<file path="config.mk">
export PLATFORM = sky130hd
export DESIGN_NAME = mem_port_arbiter
export DESIGN_NICKNAME = d
export VERILOG_FILES = /design/src/rtl/mem_port_arbiter.sv
export SDC_FILE = /design/constraint.sdc
export NUM_CORES = 1
export LEC_CHECK = 0
export CAP_MARGIN = 20
export CORE_ASPECT_RATIO = 1.1
export CORE_MARGIN = 2
export CORE_UTILIZATION = 40
export CTS_CLUSTER_SIZE = 24
export DETAILED_ROUTE_END_ITERATION = 8
export GPL_ROUTABILITY_DRIVEN = 0
export GPL_TIMING_DRIVEN = 0
export PLACE_DENSITY = 0.9
export SETUP_SLACK_MARGIN = 0.15
export SKIP_CTS_REPAIR_TIMING = 1
export SYNTH_ARGS = -nofsm -noshare
export SYNTH_HDL_FRONTEND = slang
export SYNTH_SLANG_ARGS = --single-unit
</file>
<file path="constraint.sdc">
create_clock -name clk -period 1.8 [get_ports clk]
set_input_delay 0.27 -clock clk [delete_from_list [all_inputs] [get_ports clk]]
set_output_delay 0.27 -clock clk [all_outputs]
set_load 0.02 [all_outputs]
</file>
<file path="src/rtl/mem_port_arbiter.sv">
// Two-port arbiter in front of a single-port memory bus.
// Port 0 = instruction fetch, port 1 = data/DMA. One transaction in flight at a
// time: IDLE -> ISSUE -> (write: IDLE) | (read: WAIT -> RESP -> IDLE).
module mem_port_arbiter #(
    parameter int ADDR_W     = 16,
    parameter int DATA_W     = 16,
    parameter int RD_LATENCY = 1,   // 1..7
    parameter int FIXED_PRIO = 0    // 1: port 0 wins ties
) (
    input  logic              clk,
    input  logic              reset,
    input  logic [1:0]        i_req,
    input  logic [1:0]        i_we,
    input  logic [ADDR_W-1:0] i_addr0,
    input  logic [ADDR_W-1:0] i_addr1,
    input  logic [DATA_W-1:0] i_wrdata0,
    input  logic [DATA_W-1:0] i_wrdata1,
    output logic [1:0]        o_gnt,
    output logic [1:0]        o_rvalid,
    output logic [DATA_W-1:0] o_rdata,
    output logic              o_busy,
    output logic [ADDR_W-1:0] o_mem_addr,
    output logic              o_mem_rd,
    output logic              o_mem_wr,
    output logic [DATA_W-1:0] o_mem_wrdata,
    input  logic [DATA_W-1:0] i_mem_rddata
);

    localparam logic [2:0] LAT = 3'(RD_LATENCY);

    typedef enum logic [1:0] {
        S_IDLE  = 2'd0,
        S_ISSUE = 2'd1,
        S_WAIT  = 2'd2,
        S_RESP  = 2'd3
    } state_t;

    typedef struct packed {
        logic              we;
        logic [ADDR_W-1:0] addr;
        logic [DATA_W-1:0] wrdata;
    } req_t;

    state_t            state, state_nxt;
    req_t              req_in [2];
    req_t              req_q;
    logic              win_nxt;
    logic              win_q;
    logic              last_q;   // port that won most recently (round-robin)
    logic [2:0]        cnt_q;    // read wait counter, saturating
    logic [DATA_W-1:0] rdata_q;

    assign req_in[0] = '{we: i_we[0], addr: i_addr0, wrdata: i_wrdata0};
    assign req_in[1] = '{we: i_we[1], addr: i_addr1, wrdata: i_wrdata1};

    // Winner selection: single requester always wins; ties by priority mode.
    always_comb begin
        win_nxt = 1'b0;
        case (i_req)
            2'b01:   win_nxt = 1'b0;
            2'b10:   win_nxt = 1'b1;
            2'b11:   win_nxt = (FIXED_PRIO != 0) ? 1'b0 : ~last_q;
            default: win_nxt = 1'b0;
        endcase
    end

    // State register.
    always_ff @(posedge clk) begin
        if (reset) state <= S_IDLE;
        else       state <= state_nxt;
    end

    // Next-state logic.
    always_comb begin
        state_nxt = state;
        case (state)
            S_IDLE:  if (|i_req) state_nxt = S_ISSUE;
            S_ISSUE: state_nxt = req_q.we ? S_IDLE : S_WAIT;
            S_WAIT:  if (cnt_q == LAT) state_nxt = S_RESP;
            S_RESP:  state_nxt = S_IDLE;
            default: state_nxt = S_IDLE;
        endcase
    end

    // Request latch, round-robin pointer, wait counter and read-data capture.
    always_ff @(posedge clk) begin
        if (reset) begin
            req_q   <= '0;
            win_q   <= 1'b0;
            last_q  <= 1'b1;
            cnt_q   <= 3'd0;
            rdata_q <= '0;
        end else begin
            if (state == S_IDLE && (|i_req)) begin
                // Latched copy is used from here on, even if the request drops.
                req_q <= req_in[win_nxt];
                win_q <= win_nxt;
                if (FIXED_PRIO == 0) last_q <= win_nxt;
            end
            case (state)
                S_ISSUE: cnt_q <= 3'd1;
                S_WAIT: begin
                    if (cnt_q != 3'd7) cnt_q <= cnt_q + 3'd1;
                    if (cnt_q == LAT)  rdata_q <= i_mem_rddata;
                end
                default: ;
            endcase
        end
    end

    // Outputs decoded from state; memory bus is quiet outside ISSUE.
    always_comb begin
        o_gnt        = 2'b00;
        o_rvalid     = 2'b00;
        o_mem_addr   = '0;
        o_mem_wrdata = '0;
        o_mem_rd     = 1'b0;
        o_mem_wr     = 1'b0;
        case (state)
            S_ISSUE: begin
                o_gnt[win_q] = 1'b1;
                o_mem_addr   = req_q.addr;
                o_mem_wrdata = req_q.wrdata;
                o_mem_rd     = ~req_q.we;
                o_mem_wr     = req_q.we;
            end
            S_RESP:  o_rvalid[win_q] = 1'b1;
            default: ;
        endcase
    end

    assign o_busy  = (state != S_IDLE);
    assign o_rdata = rdata_q;

endmodule

</file>
==> results of run 1 <==
kinds of logic (layout without fill, tap and decap cells):
kind of cell    count (synthesis)  count (layout)  synth area share
fa+ha+maj                       3               3            0.0133
compound gates                 98              98             0.243
buf+inv                        42             201            0.0894
simple gates                  150             150             0.258
flops                          56              56             0.397
how the worst max path moves through the flow:
stage                         from              end  slack, ns  depth (start not counted)
after floorplan               flop      o_rvalid[0]       0.21                          5
after global placement    state[0]  o_mem_wrdata[2]      -0.47                          5
after detailed placement  state[0]  o_mem_wrdata[2]      -0.51                          5
after CTS                 state[0]  o_mem_wrdata[2]      -0.86                          5
after global routing          flop   o_mem_addr[10]       0.02                          7
final                         flop   o_mem_addr[10]       0.06                          7
cell type report:
| class | count | share of cell area |
|---|---|---|
| buffer | 37 | 0.0649 |
| inverter | 5 | 0.00448 |
| timing repair buffer | 151 | 0.314 |
| clock inverter | 3 | 0.00896 |
| clock buffer | 5 | 0.0145 |
| tap | 85 | 0.0224 |
| multi-input combinational | 251 | 0.334 |
| sequential | 56 | 0.237 |
state kept, by name, indices dropped and copies added (netlist names), named ones only:
name	count
o_rdata	16
state	1
req_q	33
last_q	1
win_q	1
cnt_q	3
per-stage QoR:
step | TNS [ns] | power, mW | cell area (µm²)
final | 0 | 3.56 | 4750
after global routing | 0 | 3.71 | 4750
after CTS | -26.29 | 3.37 | 4440
after detailed placement | -12.67 | 2.56 | 4320
after global placement | -11.89 | 2.52 | 4320
after floorplan | 0 | 2.07 | 2830
placed cells by master (no fill, tap or decap), types with 3 or more instances in the layout:
master / instances
clkbuf_2: 5
nor2_1: 5
ha_1: 3
and3_4: 25
clkbuf_8: 5
clkdlybuf4s50_1: 100
dfxtp_1: 54
inv_1: 3
buf_2: 5
buf_4: 30
nand2_1: 89
and3_1: 11
a311oi_1: 33
buf_6: 33
o21ai_0: 3
clkbuf_1: 6
buf_8: 5
a21oi_1: 44
nand2_2: 9
a21oi_2: 9
report_power, final:
group          total (mW)  internal, mW  switching [mW]  leakage (nW)
Sequential           1.46          1.38          0.0828         0.462
Combinational        1.26         0.649           0.611          1.42
Clock               0.838         0.413           0.426        0.0541
worst reg2reg max path: stages, from the launching register on:
cell and delay (ns):
dfxtp_1 0.36, ha_1 0.21, ha_1 0.24, or3b_2 0.45
o21ai_0 0.09, a211oi_1 0.10
routing by layer:
layer | global-route usage | wire length [µm] | vias up
met1 | 0.258 | 3930 | 1556
met3 | 0.0585 | 696 | 12
met2 | 0.396 | 4780 | 141
li1 | - | - | 1547
met5 | 0 | 0 | -
met4 | 0.0766 | 163 | 0
==> results_dict.tcl, run 1 <==
set metrics [dict create \
    clk_path_buf_depth 2 \
    r2r_cells 5 \
    maxSlewHeadroom 0.572 \
    hold_depth 2 \
    cts_tree "built" \
    synth_edf_count 0 \
    yosysTopAreaCellShare 0.397 \
    area_growth_pct 67.9 \
    r2r_setup_slack_ns 0.23 \
    antenna_cells 0 \
    multi_input_comb_area_mm2 0.00158 \
    final_hold_viol_count 0 \
    leakagePower_nw 1.94 \
    ir_drop_mv 0.398 \
    synthesis.nets 438 \
    viasPerCell 5.49 \
    synthDistinctLibCells 35 \
    finalCritPeriodShare 0.964 \
    finalMaxSlewViolations 0 \
    min_path_type "primary input to flop" \
    yosysTopAreaCell "dfxtp_1" \
    antenna_found_initial 0 \
    drt-total-wl_um 9570 \
    crit_buf_inv 6 \
    yosysMostFrequentCell "nand2_1" \
    place_inst 573 \
    grt_use_total 0.223 \
    drtIter0Drc 176 \
    grt_pass1_wl_um 14200 \
    fin_crit_ns 1.74 \
    async_reset_ff_frac 0 \
    grt_max_degree 18 \
    rsz0062_at_grt "yes" \
    synth_common_cells "nand2_1, dfxtp_1, a21oi_1, and3_1, a311oi_1" \
    clockRootBuffer "clkbuf_8" \
    antenna_left 0 \
    cts.htree.levels 2 \
    pin_count 141 \
    startpoint_type "flop" \
    wl_per_cell_um 16.1 \
    r2r-end "cnt_q[0]" \
    cpLargestDelayFamily "buffers and inverters" \
    rows 32 \
    grt-ovfl-total 0 \
    seq_area_mm2 0.00113 \
    path_cells "buf_8 > inv_4 > buf_8 > buf_6 > buf_6 > and3_4 > buf_6" \
    cp-end-kind "output port" \
    route.detailed.drc 0 \
    ys_seq_area_frac 0.397 \
    setup_violations 0 \
    fill_cells 570 \
    grt_pass1_vias 3096 \
    synth_seq_cells 56 \
    stdcell_count 593 \
    clock_skew_ns 0.00901 \
    nets 596 \
    die_w_um 84.2 \
    dp_hpwl_um 6740 \
    final_core_util 0.685 \
    max-cap-violations 0 \
    cp_slowest_cell "dfxtp_4" \
    cp_common_cell "buf_6" \
    powerDensity_mw_per_mm2 749 \
    required_ns 1.53 \
    hold-worst-slack_ns 0.407 \
    start_util 0.408 \
    syn_inst 349 \
    place_ws_ns -0.505 \
    dieArea_mm2 0.00776 \
    io_buffers 139 \
    slowest_delay_ns 0.36 \
    worst_pin_slew_ns 0.643 \
    crit_type "flop to output port" \
    min-delay-start "reset" \
    first_pass_iters 4 \
    outcome "finished clean" \
    synth.area.top_cells "dfxtp_1, nand2_1, a311oi_1" \
    via_count 3256 \
    fmax_mhz 576 \
    clkLatencyLatePin_ns 0.31 \
    avgSynthCellArea_um2 8.10 \
    netlist_area_mm2 0.00283 \
    die_h_um 92.2 \
    path_clk_slew_ns 0.11 \
    ys_warn_count 0 \
    min_to "req_q[5]" \
    cts_buffers 5 \
    cts_sinks 56 \
    drive_above_1_share 0.276 \
    timing.rr.start "cnt_q[0]" \
    core_area_mm2 0.00693 \
    crit_fanout 8 \
    crit_arrival_ns 1.47 \
    finalWorstSetupSlack_ns 0.0647 \
    ys.flop_type "dfxtp_1" \
]
(Power assumes the default switching activity.)
==> run 2: changes to the inputs <==
- CORE_UTILIZATION: 40 -> 42
- CTS_BUF_LIST: default -> sky130_fd_sc_hd__clkbuf_8
- PLACE_DENSITY: 0.9 -> 0.93
==> results_dict.tcl, run 2 (synthesis results as in run 1) <==
set metrics [dict create \
    outcome "finished clean" \
    pin_count 141 \
    final_hold_viol_count 0 \
    largest_reg_flops 33 \
    die_w_um 82.2 \
    rows 31 \
    crit_buf_inv 3 \
    antenna_cells 0 \
    crit_fanout 10 \
    met3_usage 0.0512 \
    final_core_util 0.717 \
    crit_arrival_ns 1.48 \
    use_met1 0.267 \
    slowest_delay_ns 0.34 \
    worst_pin_slew_ns 0.634 \
    ir_drop_mv 0.458 \
    leakagePower_nw 1.94 \
    clockRootBuffer "clkbuf_8" \
    clk_path_buf_depth 2 \
    grt_use_met2 0.418 \
    cts.htree.levels 2 \
    viasPerCell 5.50 \
    grt_use_total 0.236 \
    setup_violations 0 \
    die_h_um 90.0 \
    max-cap-violations 0 \
    top_register "req_q" \
    busiest_layer "met2" \
    dp_hpwl_um 6810 \
    wl_per_cell_um 16.4 \
    route.detailed.drc 0 \
    path_cells "buf_6 > buf_2 > and3_1 > dlymetal6s2s_1" \
    drt-total-wl_um 9700 \
    finalMaxSlewViolations 0 \
    io_buffers 139 \
    clkLatencyLatePin_ns 0.31 \
    path_clk_slew_ns 0.11 \
    cp-end-kind "output port" \
    antenna_found_initial 0 \
    clock_skew_ns 0.0102 \
    hold-worst-slack_ns 0.409 \
    antenna_left 0 \
    core_area_mm2 0.00656 \
    fin_crit_ns 1.75 \
    cts_tree "built" \
    cts_buffers 5 \
    cp_slowest_cell "dfxtp_2" \
    cpLargestDelayFamily "buffers and inverters" \
    place_inst 570 \
    cts_sinks 56 \
    nets 597 \
    startpoint_type "flop" \
    grt_pass1_wl_um 14000 \
    grt-ovfl-total 0 \
    fmax_mhz 570 \
    rsz0062_at_grt "yes" \
    start_util 0.431 \
    grt_max_degree 18 \
    min_path_type "primary input to flop" \
    area_growth_pct 66.2 \
    grt_pass1_vias 3134 \
    powerDensity_mw_per_mm2 724 \
    via_count 3253 \
    required_ns 1.53 \
    drive_above_1_share 0.271 \
    final_cell_mix "clkdlybuf4s50_1, nand2_1, dfxtp_1, a21oi_1" \
    final_common_cell "clkdlybuf4s50_1" \
    stdcell_count 591 \
    maxSlewHeadroom 0.577 \
    crit_type "flop to output port" \
    finalCritPeriodShare 0.974 \
    first_pass_iters 4 \
    drtIter0Drc 133 \
    dieArea_mm2 0.00740 \
]
==> run 2: per-layer routing <==
metal | up-vias | part of all wire
met4 | 0 | 0.028
met5 | - | 0
met1 | 1514 | 0.38
met3 | 25 | 0.084
met2 | 158 | 0.51
li1 | 1556 | -
==> run 2: area by class of cell <==
cell class	instances	area, µm²
plain buffers	37	298
clock buffers	5	68.8
clock inverters	3	20.0
fillers	501	1860
inverters	5	21.3
multi-input cells	251	1570
flip-flops and latches	56	1130
well taps	82	103
repair buffers	152	1490
==> run 2: stage by stage <==
stage / total power [mW] / setup slack, ns / TNS (ns) / cell area [µm²]
global placement: 2.52 / -0.493 / -12.75 / 4320
detailed placement: 2.56 / -0.541 / -13.62 / 4320
CTS: 3.24 / -0.899 / -27.19 / 4410
global route: 3.54 / 0.0361 / 0 / 4700
finish: 3.40 / 0.0467 / 0 / 4700
floorplan: 2.07 / 0.210 / 0 / 2830
==> run 2: power by group <==
| part | switching [mW] | internal (mW) | total [mW] |
|---|---|---|---|
| Sequential | 0.0829 | 1.38 | 1.46 |
| Combinational | 0.611 | 0.637 | 1.25 |
| Clock | 0.421 | 0.273 | 0.694 |
| Total | 1.11 | 2.29 | 3.40 |
==> run 2: path summary, 6_finish.rpt <==
| kind | end | slack (ns) | from | cells after the start |
|---|---|---|---|---|
| setup / recovery | o_mem_addr[3] | 0.05 | state[0] | 4 |
| hold / removal | req_q[10] | 0.41 | reset | 2 |
| setup reg to reg | cnt_q[0] | 0.22 | cnt_q[0] | 5 |
| hold reg to reg | o_rdata[3] | 0.46 | o_rdata[3] | 2 |
